$ cat config.mk
export PLATFORM = sky130hd
export DESIGN_NAME = multicycle_control
export DESIGN_NICKNAME = d
export VERILOG_FILES = /design/src/rtl/multicycle_control.sv
export SDC_FILE = /design/constraint.sdc
export NUM_CORES = 1
export LEC_CHECK = 0
export CAP_MARGIN = 10
export CORE_MARGIN = 2
export CORE_UTILIZATION = 49
export CTS_CLUSTER_DIAMETER = 60
export DETAILED_ROUTE_END_ITERATION = 8
export PLACE_DENSITY_LB_ADDON = 0.3
export SYNTH_ARGS = -nofsm -noshare
export SYNTH_HDL_FRONTEND = slang
export SYNTH_SLANG_ARGS = --single-unit
$ cat constraint.sdc
create_clock -name clk -period 3.2 [get_ports clk]
set_input_delay 0.96 -clock clk [delete_from_list [all_inputs] [get_ports clk]]
set_output_delay 0.96 -clock clk [all_outputs]
set_load 0.02 [all_outputs]
$ cat src/rtl/multicycle_control.sv
// Control FSM for the shared multicycle MIPS datapath: sequences fetch, decode,
// execute, memory and writeback, with a bounded wait on a variable-latency memory.
module multicycle_control #(
  parameter int unsigned MAX_WAIT = 15
) (
  input  logic       clk,
  input  logic       reset,
  input  logic [5:0] opcode_i,
  input  logic       zero_i,
  input  logic       mem_ready_i,
  output logic       pc_write_o,
  output logic [1:0] pc_src_o,
  output logic       i_or_d_o,
  output logic       mem_read_o,
  output logic       mem_write_o,
  output logic       ir_write_o,
  output logic       reg_dst_o,
  output logic       mem_to_reg_o,
  output logic       reg_write_o,
  output logic       jal_ctl_o,
  output logic       logic_ext_o,
  output logic       alu_src_a_o,
  output logic [1:0] alu_src_b_o,
  output logic [2:0] alu_op_o,
  output logic       instr_done_o,
  output logic       illegal_o,
  output logic       bus_err_o,
  output logic [3:0] state_o
);

  typedef enum logic [3:0] {
    S_FETCH    = 4'd0,
    S_DECODE   = 4'd1,
    S_MEM_ADDR = 4'd2,
    S_MEM_RD   = 4'd3,
    S_MEM_WB   = 4'd4,
    S_MEM_WR   = 4'd5,
    S_EXEC_R   = 4'd6,
    S_EXEC_I   = 4'd7,
    S_ALU_WB   = 4'd8,
    S_BRANCH   = 4'd9,
    S_JUMP     = 4'd10
  } state_e;

  localparam logic [5:0] OP_RTYPE = 6'h00;
  localparam logic [5:0] OP_J     = 6'h02;
  localparam logic [5:0] OP_JAL   = 6'h03;
  localparam logic [5:0] OP_BEQ   = 6'h04;
  localparam logic [5:0] OP_BNE   = 6'h05;
  localparam logic [5:0] OP_ADDI  = 6'h08;
  localparam logic [5:0] OP_ANDI  = 6'h0C;
  localparam logic [5:0] OP_ORI   = 6'h0D;
  localparam logic [5:0] OP_LUI   = 6'h0F;
  localparam logic [5:0] OP_LW    = 6'h23;
  localparam logic [5:0] OP_SW    = 6'h2B;

  // Count value seen on the MAX_WAIT-th not-ready cycle of a memory state.
  localparam logic [7:0] WAIT_LAST = 8'(MAX_WAIT - 1);

  state_e     state_q, state_d;
  logic [7:0] wait_q, wait_d;
  logic       bus_err_q, bus_err_d;
  logic       mem_state, timeout;

  logic       pc_write, i_or_d, mem_read, mem_write, ir_write, reg_dst;
  logic       mem_to_reg, reg_write, jal_ctl, logic_ext, alu_src_a;
  logic       instr_done, illegal;
  logic [1:0] pc_src, alu_src_b;
  logic [2:0] alu_op;

  always_comb begin
    mem_state = (state_q == S_FETCH) || (state_q == S_MEM_RD) || (state_q == S_MEM_WR);
    timeout   = mem_state && !mem_ready_i && (wait_q == WAIT_LAST);
  end

  always_comb begin
    // NOTE: every signal driven here gets a default first, so no path leaves one
    // unassigned and no latch is inferred.
    state_d    = state_q;
    pc_write   = 1'b0;
    pc_src     = 2'b00;
    i_or_d     = 1'b0;
    mem_read   = 1'b0;
    mem_write  = 1'b0;
    ir_write   = 1'b0;
    reg_dst    = 1'b0;
    mem_to_reg = 1'b0;
    reg_write  = 1'b0;
    jal_ctl    = 1'b0;
    logic_ext  = 1'b0;
    alu_src_a  = 1'b0;
    alu_src_b  = 2'b00;
    alu_op     = 3'b000;
    instr_done = 1'b0;
    illegal    = 1'b0;

    case (state_q)
      S_FETCH: begin
        mem_read  = 1'b1;
        alu_src_b = 2'b01;
        alu_op    = 3'b011;
        ir_write  = mem_ready_i;
        pc_write  = mem_ready_i;
        if (mem_ready_i) state_d = S_DECODE;
      end
      S_DECODE: begin
        alu_src_b = 2'b11;
        alu_op    = 3'b011;
        case (opcode_i)
          OP_RTYPE:                         state_d = S_EXEC_R;
          OP_ADDI, OP_ORI, OP_ANDI, OP_LUI: state_d = S_EXEC_I;
          OP_LW, OP_SW:                     state_d = S_MEM_ADDR;
          OP_BEQ, OP_BNE:                   state_d = S_BRANCH;
          OP_J, OP_JAL:                     state_d = S_JUMP;
          default: begin
            illegal = 1'b1;
            state_d = S_FETCH;
          end
        endcase
      end
      S_MEM_ADDR: begin
        alu_src_a = 1'b1;
        alu_src_b = 2'b10;
        alu_op    = 3'b011;
        state_d   = (opcode_i == OP_SW) ? S_MEM_WR : S_MEM_RD;
      end
      S_MEM_RD: begin
        mem_read = 1'b1;
        i_or_d   = 1'b1;
        if (mem_ready_i) state_d = S_MEM_WB;
      end
      S_MEM_WB: begin
        reg_write  = 1'b1;
        mem_to_reg = 1'b1;
        instr_done = 1'b1;
        state_d    = S_FETCH;
      end
      S_MEM_WR: begin
        mem_write = 1'b1;
        i_or_d    = 1'b1;
        if (mem_ready_i) begin
          instr_done = 1'b1;
          state_d    = S_FETCH;
        end
      end
      S_EXEC_R: begin
        alu_src_a = 1'b1;
        alu_op    = 3'b111;
        state_d   = S_ALU_WB;
      end
      S_EXEC_I: begin
        alu_src_a = 1'b1;
        alu_src_b = 2'b10;
        case (opcode_i)
          OP_ADDI: alu_op = 3'b100;
          OP_ORI: begin
            alu_op    = 3'b101;
            logic_ext = 1'b1;
          end
          OP_ANDI: begin
            alu_op    = 3'b001;
            logic_ext = 1'b1;
          end
          OP_LUI:  alu_op = 3'b110;
          default: alu_op = 3'b000;
        endcase
        state_d = S_ALU_WB;
      end
      S_ALU_WB: begin
        reg_write  = 1'b1;
        reg_dst    = (opcode_i == OP_RTYPE);
        instr_done = 1'b1;
        state_d    = S_FETCH;
      end
      S_BRANCH: begin
        alu_src_a  = 1'b1;
        alu_op     = 3'b010;
        pc_src     = 2'b01;
        pc_write   = ((opcode_i == OP_BEQ) && zero_i) || ((opcode_i == OP_BNE) && !zero_i);
        instr_done = 1'b1;
        state_d    = S_FETCH;
      end
      S_JUMP: begin
        pc_write   = 1'b1;
        pc_src     = 2'b10;
        instr_done = 1'b1;
        jal_ctl    = (opcode_i == OP_JAL);
        reg_write  = (opcode_i == OP_JAL);
        state_d    = S_FETCH;
      end
      default: state_d = S_FETCH;
    endcase

    // A timed-out access is abandoned: no write may escape in that cycle.
    if (timeout) begin
      state_d   = S_FETCH;
      mem_write = 1'b0;
      ir_write  = 1'b0;
      pc_write  = 1'b0;
      reg_write = 1'b0;
    end
  end

  always_comb begin
    bus_err_d = bus_err_q | timeout;
    if ((state_d != state_q) || timeout) begin
      wait_d = 8'd0;
    end else if (mem_state && !mem_ready_i) begin
      wait_d = wait_q + 8'd1;
    end else begin
      wait_d = wait_q;
    end
  end

  // NOTE: sequential state uses non-blocking assignments so every flop samples
  // the pre-edge values of the others.
  always_ff @(posedge clk) begin
    if (reset) begin
      state_q   <= S_FETCH;
      wait_q    <= 8'd0;
      bus_err_q <= 1'b0;
    end else begin
      state_q   <= state_d;
      wait_q    <= wait_d;
      bus_err_q <= bus_err_d;
    end
  end

  assign pc_write_o   = !reset && pc_write;
  assign pc_src_o     = reset ? 2'b00 : pc_src;
  assign i_or_d_o     = !reset && i_or_d;
  assign mem_read_o   = !reset && mem_read;
  assign mem_write_o  = !reset && mem_write;
  assign ir_write_o   = !reset && ir_write;
  assign reg_dst_o    = !reset && reg_dst;
  assign mem_to_reg_o = !reset && mem_to_reg;
  assign reg_write_o  = !reset && reg_write;
  assign jal_ctl_o    = !reset && jal_ctl;
  assign logic_ext_o  = !reset && logic_ext;
  assign alu_src_a_o  = !reset && alu_src_a;
  assign alu_src_b_o  = reset ? 2'b00 : alu_src_b;
  assign alu_op_o     = reset ? 3'b000 : alu_op;
  assign instr_done_o = !reset && instr_done;
  assign illegal_o    = !reset && illegal;
  assign bus_err_o    = !reset && (bus_err_q || timeout);
  assign state_o      = state_q;

endmodule

==> impl_results.md <==
- Core box area: 2730 um2
- Pre-antenna DRT Iters: 7
- Die width: 57.4 um
- Pint: 0.340 mW
- Row cnt: 19
- Failing checks: negative setup slack
- H-tree depth: 1
- Peak Freq: 298 MHz
- Number of flops mapped to enable cells by yosys: 0
- First-pass GRT wire length: 8560 um
- Worst slew pin tran: 0.538 ns
- Reg2Reg Setup Slack: 0.84 ns
- Net switching power: 0.226 mW
- DR iter-0 viols: 192
- GPL Wtd Cong: 0.912
- Commonest non-fill, non-tap cells in the layout: 61 x buf_4, 22 x nor2_1, 18 x nand2_1
- Post-layout power: 0.566 mW
- CTS buffer count: 3
- Synth Register Bits: 13
- WL final: 6520 um
- Final critical-path share of the clock period: 105%
- Shortest period the worst path allows: 3.36 ns
- Max clock buf depth: 2
- Pwr/cell area: 254 nW/um2
- Number of global-route vias before repair: 1880
- Total grt overflow: 0
- CTS root buf: clkbuf_4
- Layout Nets: 287
- # fillers: 150
- Mean Syn Cell Area: 7.32 um2
- Num Clock Sinks: 13
- Critical path capture point type: output pin
- Worst R2R End: wait_q[1]
- Fraction of power spent switching nets: 39.9%
- Status: finished with violations
- DP Area: 1990 um2
- Register area share after synthesis: 18.6%
- Via/cell ratio: 6.55
- Hold Crit Class: flip-flop to flip-flop
- Max_cap viols: 0
- Unrepaired setup endpoints after global routing: true
- LEAKAGE: 0.995 nW
- Main synth FF type: dfxtp_1
- Slew Limit Fails: 0
- Worst hold path depth: 2
- Library cells used by synthesis: 58
- HPWL Detailed: 3430 um
- Cells after Synth: 191
- CTS clk-pin slew, worst paths: 0.08 ns
- WS Path Type: primary input to output pin
- Final worst setup slack: -0.156 ns
- Clock power share: 18.5%
- Crit path required time: 2.24 ns
- Area delta synth->final: 59.8%
- Mapped Nets: 203
- Die area: 3300 um2
- VDD IR max: 0.289 mV
- N_diodes: 0
- Initial antenna violation count: 0
- Proportion of layout cells with a drive suffix above 1: 43.4%
- Sequential share of power: 30.4%
- Antenna Nets Post-Route: 0
- Initial Util: 51.1%
- Mapped cell area: 1400 um2
- TritonCTS clock tree: yes
- Fin Clk Skew: 0.00687 ns
- Startpoint types: primary input
- Skew-Pair Late Insertion Delay: 0.28 ns
- FFs w/ async S/R, synth: 0%
- Slew HR: 63.2%
- Count of final hold-check violations: 0
- Reg2Reg Depth: 8
- Synthesis Warnings: 0
- Largest net degree at the start of global routing: 24
- Post-route setup TNS: -0.378 ns
- Critical Path Fanout Max: 3
- Commonest non-fill, non-tap cell in the layout: buf_4
- Worst Path Arrival: 2.40 ns
- Post-route cell area: 2230 um2
- Die Y: 57.4 um
- Gr usage total: 32.6%
- Final setup vio count: 7
- Reg2reg start: state_o[2]
- Logic pwr share: 51.1%
- PortBufs: 34
- Vias post-DR: 1998
- DRC: 0
- Post-DR wirelength/cell: 21.4 um
- Hold worst-path end: bus_err_q
- I/O pin count: 35
- Hold_sp: bus_err_q
-- cell families (layout without fill, tap and decap cells) --
family | after synthesis | after routing | share of synthesized area [%]
simple gates | 97 | 97 | 37.0
compound gates | 44 | 44 | 25.3
buf+inv | 24 | 107 | 9.04
flops | 13 | 13 | 18.6
xor+xnor | 11 | 11 | 8.24
fa+ha+maj | 2 | 2 | 1.79
-- how the worst max path moves through the flow --
stage               depth (start not counted)  slack (ns)     endpoint   startpoint
floorplan                                   4       -0.02  alu_op_o[0]  opcode_i[4]
global placement                            7       -0.89  alu_op_o[1]  opcode_i[4]
detailed placement                          7       -0.97  alu_op_o[1]  opcode_i[4]
CTS                                         7       -0.06  alu_op_o[1]  opcode_i[5]
global route                                7       -0.15  alu_op_o[1]  opcode_i[5]
finish                                      7       -0.16  alu_op_o[1]  opcode_i[5]
-- what timing repair did --
item,CTS,global route
endpoints found under the setup margin,21,13
buffers inserted,18,4
resized for setup,93,31
hold buffers,0,0
pin swaps,12,2
-- power by group through the flow --
stage          sequential, mW  clock (mW)  combinational [mW]
5_1_grt                 0.173       0.110               0.299
6_report                0.172       0.105               0.289
4_1_cts                 0.172       0.102               0.247
3_3_place_gp            0.175           0               0.231
2_1_floorplan           0.178           0               0.135
3_5_place_dp            0.176           0               0.236
-- critical path, stage by stage --
cell     delay (ns)
buf_8          0.10
nor2_4         0.12
nand2_2        0.07
or4b_4         0.52
o32a_1         0.35
nor2_2         0.14
buf_6          0.13
-- final cells by class --
class | count | area (um2) | area share (%)
timing repair buffer | 95 | 758 | 33.9
clock buffer | 4 | 26.3 | 1.18
sequential | 13 | 260 | 11.7
multi-input combinational | 154 | 1120 | 50.1
inverter | 8 | 30.0 | 1.34
tap | 31 | 38.8 | 1.74
-- per-layer routing --
layer	vias up	GRT usage (%)	routed length, um
li1	852	-	-
met1	886	38.7	2270
met2	196	57.0	3010
met3	64	3.85	743
met4	0	17.3	495
met5	-	0	0
-- stage by stage --
stage / hold slack [ns] / instances / setup slack, ns / utilization (%)
final: 0.498 / 305 / -0.156 / 81.7
after global routing: 0.532 / 305 / -0.154 / 81.7
after CTS: 0.482 / 301 / -0.0623 / 78.2
after detailed placement: 0.442 / 279 / -0.970 / 72.8
after global placement: 0.440 / 279 / -0.892 / 72.8
after floorplan: 0.424 / 191 / -0.0233 / -
-- flip-flops by register name, indices dropped and copies added, names as in the netlist --
signal / count
wait_q: 8
state_o: 4
bus_err_q: 1
-- synthesized netlist by cell type, drive strengths merged, types with 2 or more instances --
library cell / number / share of area, %
or3: 2 / 1.3
nand4: 5 / 2.2
inv: 8 / 2.1
buf: 13 / 6.1
a2111oi: 3 / 2.8
a31oi: 3 / 1.3
o21bai: 2 / 1.1
and3: 5 / 2.6
clkbuf: 3 / 0.81
ha: 2 / 1.8
nor2: 29 / 8.3
and2: 2 / 0.90
nor3: 11 / 3.9
o22ai: 2 / 1.9
o21ai: 5 / 1.8
a21oi: 13 / 4.9
xor2: 8 / 6.4
xnor2: 3 / 1.9
o211ai: 2 / 2.1
nand2b: 8 / 3.6
a211oi: 2 / 1.4
nor4: 4 / 2.2
dfxtp: 13 / 19
o32ai: 2 / 1.3
nor2b: 4 / 1.8
nand2: 19 / 5.1
Note: power is estimated with default switching activity, not from simulation.
